===== src/rtl/wb_statis_roi_pkg.sv =====
// Shared constants and width rules for the white-balance ROI statistics block.
package wb_statis_roi_pkg;

    localparam int NUM_CH  = 3;   // channel index: 0 = R, 1 = G, 2 = B
    localparam int CH_G    = 1;
    localparam int SLICE_W = 8;

    // Largest legal slice offset: the 8-bit slice must stay inside the pixel.
    function automatic int max_shift(input int dat_w);
        return dat_w - SLICE_W;
    endfunction

    // ROI compares carry one extra bit so offset+size never wraps.
    function automatic int roi_cmp_w(input int short_w);
        return short_w + 1;
    endfunction

    // G has two Bayer sites per 2x2 cell, so its accumulators get one extra
    // bit and the outputs drop the LSB (sum/2, count/2).
    function automatic int acc_w(input int base_w, input int ch);
        return (ch == CH_G) ? base_w + 1 : base_w;
    endfunction

endpackage


===== src/rtl/wb_statis_roi_win.sv =====
// Row/column position tracking and ROI window decode. ROI registers are
// shadowed at frame start so mid-frame register writes do not tear a frame.
module wb_statis_roi_win
    import wb_statis_roi_pkg::*;
#(
    parameter int SHORT_REG_WD = 16
) (
    input  logic                    clk,
    input  logic                    reset,
    input  logic                    i_fval,
    input  logic                    i_lval,
    input  logic                    i_fval_rise,
    input  logic [SHORT_REG_WD-1:0] iv_roi_offset_x,
    input  logic [SHORT_REG_WD-1:0] iv_roi_offset_y,
    input  logic [SHORT_REG_WD-1:0] iv_roi_width,
    input  logic [SHORT_REG_WD-1:0] iv_roi_height,
    output logic                    o_in_roi
);

    localparam int CW = roi_cmp_w(SHORT_REG_WD);

    logic [CW-1:0]           col_q, col_d, row_q, row_d;
    logic                    lval_dly_q, lval_dly_d;
    logic [SHORT_REG_WD-1:0] ox_q, ox_d, oy_q, oy_d, w_q, w_d, h_q, h_d;
    logic [CW-1:0]           x_end, y_end;

    // Counters saturate rather than wrap so an over-long line never re-enters the ROI.
    always_comb begin
        lval_dly_d = i_lval;
        col_d      = col_q;
        row_d      = row_q;
        ox_d       = ox_q;
        oy_d       = oy_q;
        w_d        = w_q;
        h_d        = h_q;
        if (!i_lval)
            col_d = '0;
        else if (col_q != '1)
            col_d = col_q + CW'(1);
        if (i_fval_rise)
            row_d = '0;
        else if (lval_dly_q && !i_lval && i_fval && row_q != '1)
            row_d = row_q + CW'(1);
        if (i_fval_rise) begin
            ox_d = iv_roi_offset_x;
            oy_d = iv_roi_offset_y;
            w_d  = iv_roi_width;
            h_d  = iv_roi_height;
        end
    end

    // Position and shadow state.
    always_ff @(posedge clk or posedge reset) begin
        if (reset) begin
            col_q      <= '0;
            row_q      <= '0;
            lval_dly_q <= 1'b0;
            ox_q       <= '0;
            oy_q       <= '0;
            w_q        <= '0;
            h_q        <= '0;
        end else begin
            col_q      <= col_d;
            row_q      <= row_d;
            lval_dly_q <= lval_dly_d;
            ox_q       <= ox_d;
            oy_q       <= oy_d;
            w_q        <= w_d;
            h_q        <= h_d;
        end
    end

    // Window decode; zero width or height gives an empty window naturally.
    always_comb begin
        x_end    = {1'b0, ox_q} + {1'b0, w_q};
        y_end    = {1'b0, oy_q} + {1'b0, h_q};
        o_in_roi = (col_q >= {1'b0, ox_q}) && (col_q < x_end) &&
                   (row_q >= {1'b0, oy_q}) && (row_q < y_end);
    end

endmodule


===== src/rtl/wb_statis_roi.sv =====
// White-balance statistics: saturating per-channel sums of an 8-bit pixel
// slice and pixel counts inside an ROI, latched to registers on interrupt.
module wb_statis_roi
    import wb_statis_roi_pkg::*;
#(
    parameter int SENSOR_DAT_WIDTH = 10,
    parameter int WB_STATIS_WIDTH  = 29,
    parameter int REG_WD           = 32,
    parameter int SHORT_REG_WD     = 16
) (
    input  logic                        clk,
    input  logic                        reset,
    input  logic                        i_fval,
    input  logic                        i_lval,
    input  logic [SENSOR_DAT_WIDTH-1:0] iv_pix_data,
    input  logic                        i_r_flag,
    input  logic                        i_g_flag,
    input  logic                        i_b_flag,
    input  logic                        i_interrupt_pin,
    input  logic                        i_wb_statis_en,
    input  logic [3:0]                  iv_bit_shift,
    input  logic [SHORT_REG_WD-1:0]     iv_roi_offset_x,
    input  logic [SHORT_REG_WD-1:0]     iv_roi_offset_y,
    input  logic [SHORT_REG_WD-1:0]     iv_roi_width,
    input  logic [SHORT_REG_WD-1:0]     iv_roi_height,
    output logic [WB_STATIS_WIDTH-1:0]  ov_wb_statis_r,
    output logic [WB_STATIS_WIDTH-1:0]  ov_wb_statis_g,
    output logic [WB_STATIS_WIDTH-1:0]  ov_wb_statis_b,
    output logic [REG_WD-1:0]           ov_wb_cnt_r,
    output logic [REG_WD-1:0]           ov_wb_cnt_g,
    output logic [REG_WD-1:0]           ov_wb_cnt_b,
    output logic                        o_statis_ovf,
    output logic                        o_statis_valid
);

    localparam logic [3:0] MAX_SHIFT = 4'(max_shift(SENSOR_DAT_WIDTH));

    logic                  fval_dly_q, fval_dly_d, int_dly_q, int_dly_d;
    logic                  fval_rise, int_rise;
    logic                  en_q, en_d;
    logic [3:0]            shift_q, shift_d;
    logic                  ovf_q, ovf_d, ovf_lat_q, ovf_lat_d;
    logic                  valid_q, valid_d;
    logic                  in_roi;
    logic [SLICE_W-1:0]    slice;
    logic [NUM_CH-1:0]     flag, ch_ovf;
    logic [NUM_CH-1:0][WB_STATIS_WIDTH-1:0] sum_lat;
    logic [NUM_CH-1:0][REG_WD-1:0]          cnt_lat;

    wb_statis_roi_win #(.SHORT_REG_WD(SHORT_REG_WD)) u_win (
        .clk             (clk),
        .reset           (reset),
        .i_fval          (i_fval),
        .i_lval          (i_lval),
        .i_fval_rise     (fval_rise),
        .iv_roi_offset_x (iv_roi_offset_x),
        .iv_roi_offset_y (iv_roi_offset_y),
        .iv_roi_width    (iv_roi_width),
        .iv_roi_height   (iv_roi_height),
        .o_in_roi        (in_roi)
    );

    // Edge detects, frame-start shadows, sticky overflow and latch strobe.
    always_comb begin
        fval_dly_d = i_fval;
        int_dly_d  = i_interrupt_pin;
        fval_rise  = !fval_dly_q && i_fval;
        int_rise   = !int_dly_q && i_interrupt_pin;
        en_d       = en_q;
        shift_d    = shift_q;
        if (fval_rise) begin
            en_d    = i_wb_statis_en;
            shift_d = (iv_bit_shift > MAX_SHIFT) ? MAX_SHIFT : iv_bit_shift;
        end
        ovf_d     = fval_rise ? 1'b0 : (ovf_q || (|ch_ovf));
        ovf_lat_d = int_rise ? ovf_q : ovf_lat_q;
        valid_d   = int_rise;
        slice     = SLICE_W'(iv_pix_data >> shift_q);
        flag      = {i_b_flag, i_g_flag, i_r_flag};
    end

    // Control state; edge-detect delays reset high so a level already high
    // at reset release is not seen as an edge.
    always_ff @(posedge clk or posedge reset) begin
        if (reset) begin
            fval_dly_q <= 1'b1;
            int_dly_q  <= 1'b1;
            en_q       <= 1'b0;
            shift_q    <= '0;
            ovf_q      <= 1'b0;
            ovf_lat_q  <= 1'b0;
            valid_q    <= 1'b0;
        end else begin
            fval_dly_q <= fval_dly_d;
            int_dly_q  <= int_dly_d;
            en_q       <= en_d;
            shift_q    <= shift_d;
            ovf_q      <= ovf_d;
            ovf_lat_q  <= ovf_lat_d;
            valid_q    <= valid_d;
        end
    end

    for (genvar ch = 0; ch < NUM_CH; ch++) begin : g_ch
        localparam int AW  = acc_w(WB_STATIS_WIDTH, ch);
        localparam int CNW = acc_w(REG_WD, ch);

        logic [AW-1:0]              acc_q, acc_d;
        logic [CNW-1:0]             cnt_q, cnt_d;
        logic [AW:0]                acc_sum;
        logic [CNW:0]               cnt_sum;
        logic [WB_STATIS_WIDTH-1:0] sum_lat_q, sum_lat_d;
        logic [REG_WD-1:0]          cnt_lat_q, cnt_lat_d;
        logic                       ovf_hit;

        // Saturating accumulate; frame start clear wins over a coincident pixel.
        always_comb begin
            acc_sum   = {1'b0, acc_q} + {{(AW + 1 - SLICE_W){1'b0}}, slice};
            cnt_sum   = {1'b0, cnt_q} + (CNW + 1)'(1);
            acc_d     = acc_q;
            cnt_d     = cnt_q;
            ovf_hit   = 1'b0;
            if (fval_rise) begin
                acc_d = '0;
                cnt_d = '0;
            end else if (en_q && in_roi && flag[ch]) begin
                if (acc_sum[AW]) begin
                    acc_d   = '1;
                    ovf_hit = 1'b1;
                end else begin
                    acc_d = acc_sum[AW-1:0];
                end
                if (cnt_sum[CNW]) begin
                    cnt_d   = '1;
                    ovf_hit = 1'b1;
                end else begin
                    cnt_d = cnt_sum[CNW-1:0];
                end
            end
            sum_lat_d = sum_lat_q;
            cnt_lat_d = cnt_lat_q;
            if (int_rise) begin
                sum_lat_d = acc_q[AW-1 -: WB_STATIS_WIDTH];
                cnt_lat_d = cnt_q[CNW-1 -: REG_WD];
            end
        end

        // Accumulators and register-side latches.
        always_ff @(posedge clk or posedge reset) begin
            if (reset) begin
                acc_q     <= '0;
                cnt_q     <= '0;
                sum_lat_q <= '0;
                cnt_lat_q <= '0;
            end else begin
                acc_q     <= acc_d;
                cnt_q     <= cnt_d;
                sum_lat_q <= sum_lat_d;
                cnt_lat_q <= cnt_lat_d;
            end
        end

        assign ch_ovf[ch]  = ovf_hit;
        assign sum_lat[ch] = sum_lat_q;
        assign cnt_lat[ch] = cnt_lat_q;
    end

    assign ov_wb_statis_r = sum_lat[0];
    assign ov_wb_statis_g = sum_lat[1];
    assign ov_wb_statis_b = sum_lat[2];
    assign ov_wb_cnt_r    = cnt_lat[0];
    assign ov_wb_cnt_g    = cnt_lat[1];
    assign ov_wb_cnt_b    = cnt_lat[2];
    assign o_statis_ovf   = ovf_lat_q;
    assign o_statis_valid = valid_q;

endmodule


===== config.mk =====
export PLATFORM = sky130hd
export DESIGN_NAME = wb_statis_roi
export DESIGN_NICKNAME = d
export VERILOG_FILES = /design/src/rtl/wb_statis_roi_pkg.sv /design/src/rtl/wb_statis_roi_win.sv /design/src/rtl/wb_statis_roi.sv
export SDC_FILE = /design/constraint.sdc
export NUM_CORES = 1
export LEC_CHECK = 0
export BUFFER_PORTS_ARGS = -buffer_cell sky130_fd_sc_hd__buf_2
export CORE_MARGIN = 5
export CORE_UTILIZATION = 36
export DETAILED_ROUTE_END_ITERATION = 16
export SETUP_SLACK_MARGIN = 0.4
export SYNTH_ARGS = -nofsm -noshare
export SYNTH_HDL_FRONTEND = slang
export SYNTH_SLANG_ARGS = --single-unit

===== constraint.sdc =====
create_clock -name clk -period 36.7 [get_ports clk]
set_input_delay 11.01 -clock clk [delete_from_list [all_inputs] [get_ports clk]]
set_output_delay 11.01 -clock clk [all_outputs]
set_load 0.02 [all_outputs]

==> results by group <==
Global routing
  • Gr usage total: 18.71%
  • First-pass GRT wire length: 114900 um
  • Total gr overflow: 0
  • Initial antenna violation count: 1
  • Vias in the first global route: between 20000 and 25000
  • Largest net degree at the start of global routing: 211

Logic synthesis
  • Syn Inst Count: 2848
  • Synth cell count leaders: 824 x nand2_1, 475 x dfrtp_1, 158 x a21oi_1
  • EDFF count, synth: 0
  • Part of the Yosys area used for sequential elements: approximately 48%
  • Main combinational cell family by area after synthesis: simple AND/OR/NAND/NOR gates
  • Synth Area in Simple Gates: 24.14%
  • Top cell type by total area after synthesis: dfrtp_1
  • Most common cell in the netlist: nand2_1
  • Yosys top cell area share: about 47%
  • Yosys reg bits: 477
  • Top cells by area, synth: dfrtp_1 47%, nand2_1 12%, ha_1 6.3%, a21oi_1 3.2%, a311oi_1 2.6%
  • Count of different cell masters after synthesis: 67
  • Post-synthesis mux area share: 0.8291%
  • Synth Area in XOR/XNOR: 2.307%
  • Compound-Gate Fraction of Synth Area: between 10% and 20%
  • Avg Synthesized Cell Area: roughly 8.8 sq um
  • Share of synthesized registers carrying an async set or reset: 100.0%
  • Syn Nets: 3067
  • Mapped Area: ~0.025 sq mm
  • Synth Flop Type: dfrtp_1
  • Post-Synth Adder-Cell Area: under 10%
  • Yosys warns: 0

Job
  • MaxCap Viol Count: 0

Route
  • Iter 0 DRT Violations: 1366
  • 1st-pass router iterations: 5
  • DRC: 0
  • Routed wire length per instance: 17.62 um
  • DRT Wirelength: 71040 um
  • Vias: 21190
  • Routed Antenna Nets: 0
  • DR vias/cell: 5.258

Pwr
  • PD cells: about 43 mW/mm^2
  • Peak supply drop: ~0.000036 V
  • Leakage: 14.78 nW

Setup path
  • Critical path buffer and inverter count: 2
  • Crit. End Element: register
  • Max incr delay on CP: between 1 and 1.5 ns
  • Startpoint types: primary input
  • CP top delay family: simple AND/OR/NAND/NOR gates
  • Crit path cell chain: buf_2, mux2_2, nor2_1, a211oi_1, a31oi_1, nor2_1, a21oi_1, inv_1, ha_1, a211o_1, a2111oi_0, nor3_1, a41oi_1, nor4_1, or2_2, a21oi_1, a311oi_1
  • Critical-path top delay cell: nor4_1
  • WS Path Type: in2reg
  • Arr. time, crit path: between 15 and 20 ns
  • Crit-path max FO: 7
  • Critical path required time: 37.20 ns

Timing
  • Top achievable clock speed: 0.06733 GHz
  • Setup violators final: 0
  • Pins over their slew limit: 0
  • Final worst path period share: 40.47%
  • Setup TNS: 0 ns
  • Min Tclk post-route: 14.85 ns
  • Worst-margin pin slew: 1.245 ns
  • Final Hold Fails: 0
  • Setup Skew: between 0.02 and 0.025 ns
  • RSZ-0062 raised after global routing: no
  • Final Hold Slack: roughly 0.46 ns
  • Slew HR: 16.67%

Finish
  • Post-layout nets: 3273
  • Final core occ: 42.39%
  • Share of layout cells above drive strength 1: 13.78%
  • Filler Cell Count: 6818
  • Register area: 0.01194 sq mm
  • Final std cells w/o fill: 4031
  • Layout area overhead: 16.47%
  • Multi-input logic area: about 0.012 sq mm

Clock network
  • Post-CTS Hold Buffers: 0
  • CTS tree: yes
  • Post_cts resized: 0
  • Max clock buf depth: 3
  • Cts bufs inserted: 55
  • Post-CTS setup buffers: 0
  • Root buffer cell: clkbuf_16
  • Worst skew pair latency: roughly 0.63 ns
  • Worst-path clk slew: 0.06 ns
  • Sink Count: 477
  • H-tree Lvls: 2

Floorplan
  • Die ar.: 0.07496 sq mm
  • FP Rows: 96
  • Die X: 273.8 um
  • Io pins: 272
  • Initial Util: a little over a third
  • Core ar.: 0.06883 sq mm
  • Die Height: 273.8 um

Place
  • HPWL after detailed placement: 47860 um
  • Port Buffers: 271
  • Placed cells: between 3000 and 4000
  • RePlAce Congestion: 0.8256

Min path
  • Hold crit path type: reg2reg

Status
  • Status: finished clean
## where the power goes
group | internal, mW | switching [mW]
clock network | 0.345 | 0.235
registers | 0.536 | 0.00794
logic | 0.0509 | 0.0870
total | 0.933 | 0.330
## final timing paths
kind,start,to,slack (ns),cells past startpoint
hold reg to reg,ov_wb_statis_r[11],ov_wb_statis_r[11],0.46,2
max in group asynchronous,reset,ov_wb_cnt_g[22],23.82,4
setup / recovery,iv_pix_data[3],g_ch[0].acc_q[26],21.85,17
hold / removal,ov_wb_statis_r[11],ov_wb_statis_r[11],0.46,2
setup reg to reg,u_win.ox_q[0],g_ch[1].cnt_q[20],29.83,17
min in group asynchronous,reset,u_win.h_q[12],10.57,2
## flip-flops by register name, indices dropped and copies added (netlist names)
register and cells:
ov_wb_statis_g 29, int_dly_q 1, u_win.w_q 16, en_q 1, g_ch.acc_q 88, u_win.lval_dly_q 1, shift_q 4, ovf_q 1
u_win.row_q 17, u_win.ox_q 16, o_statis_valid 1, o_statis_ovf 1, u_win.oy_q 16, ov_wb_cnt_r 32, u_win.h_q 16, g_ch.cnt_q 97
ov_wb_cnt_g 32, ov_wb_cnt_b 32, ov_wb_statis_b 29, fval_dly_q 1, ov_wb_statis_r 29, u_win.col_q 17
## layout make-up
type	instances	area share, %
multi-input cells	2149	42.16
flip-flops and latches	477	40.92
clock buffers	86	5.802
repair buffers	293	5.300
well taps	931	3.992
inverters	78	1.046
clock inverters	16	0.7762
diodes	1	0.008576
## kinds of logic (layout without fill, tap and decap cells)
group,after synthesis,count (layout)
and+or+nand+nor,1362,1362
AOI/OAI and AO/OA,570,570
DFF,477,477
buffers and inverters,222,473
adders and majority gates,132,132
xor gates and xnor gates,66,66
muxes,19,19
other,0,1
## placed cells by master, fill, tap and decap left out, types with 63 or more instances in the layout
master | Yosys | layout
nand2_1 | 824 | 824
dfrtp_1 | 475 | 475
buf_2 | 19 | 271
a21oi_1 | 158 | 158
nor2_1 | 134 | 131
ha_1 | 127 | 127
o21ai_0 | 122 | 122
nor3_1 | 78 | 77
inv_1 | 77 | 76
a311oi_1 | 73 | 73
and3_1 | 64 | 64
nand3_1 | 63 | 63
## stage by stage
stage / setup WS [ns] / power [mW] / area [sq um]
finish: 21.85 / 1.262 / 29180
global route: 21.43 / 1.325 / 29180
CTS: 21.86 / 1.283 / 29180
detailed placement: 21.21 / 0.6928 / 27260
global placement: 21.25 / 0.6911 / 27260
floorplan: 12.39 / 0.6542 / 25050
## routing by layer
metal	global-route usage (%)	part of all wire, %	up-vias
met4	4.646	2.3	0
met2	29.78	45	464
met5	0	0	-
li1	-	-	10430
met3	3.655	5.8	101
met1	26.41	47	10200
## worst register-to-register path: stages, from the launching register on
cell and delay (ns):
dfrtp_1 0.40, ha_1 0.23, fa_1 0.42, a21oi_1 0.15, o21bai_1 0.12, a2111oi_0 0.74
o31ai_1 0.24, o41ai_1 0.52, xor2_1 0.20, ha_1 0.26, a21oi_1 0.12, o21ai_0 0.14
a2111oi_0 0.64, or2_2 0.28, o2111ai_1 0.41, or2_2 0.63, nor2_1 0.96, a311oi_1 0.24
(Power assumes the default switching activity.)
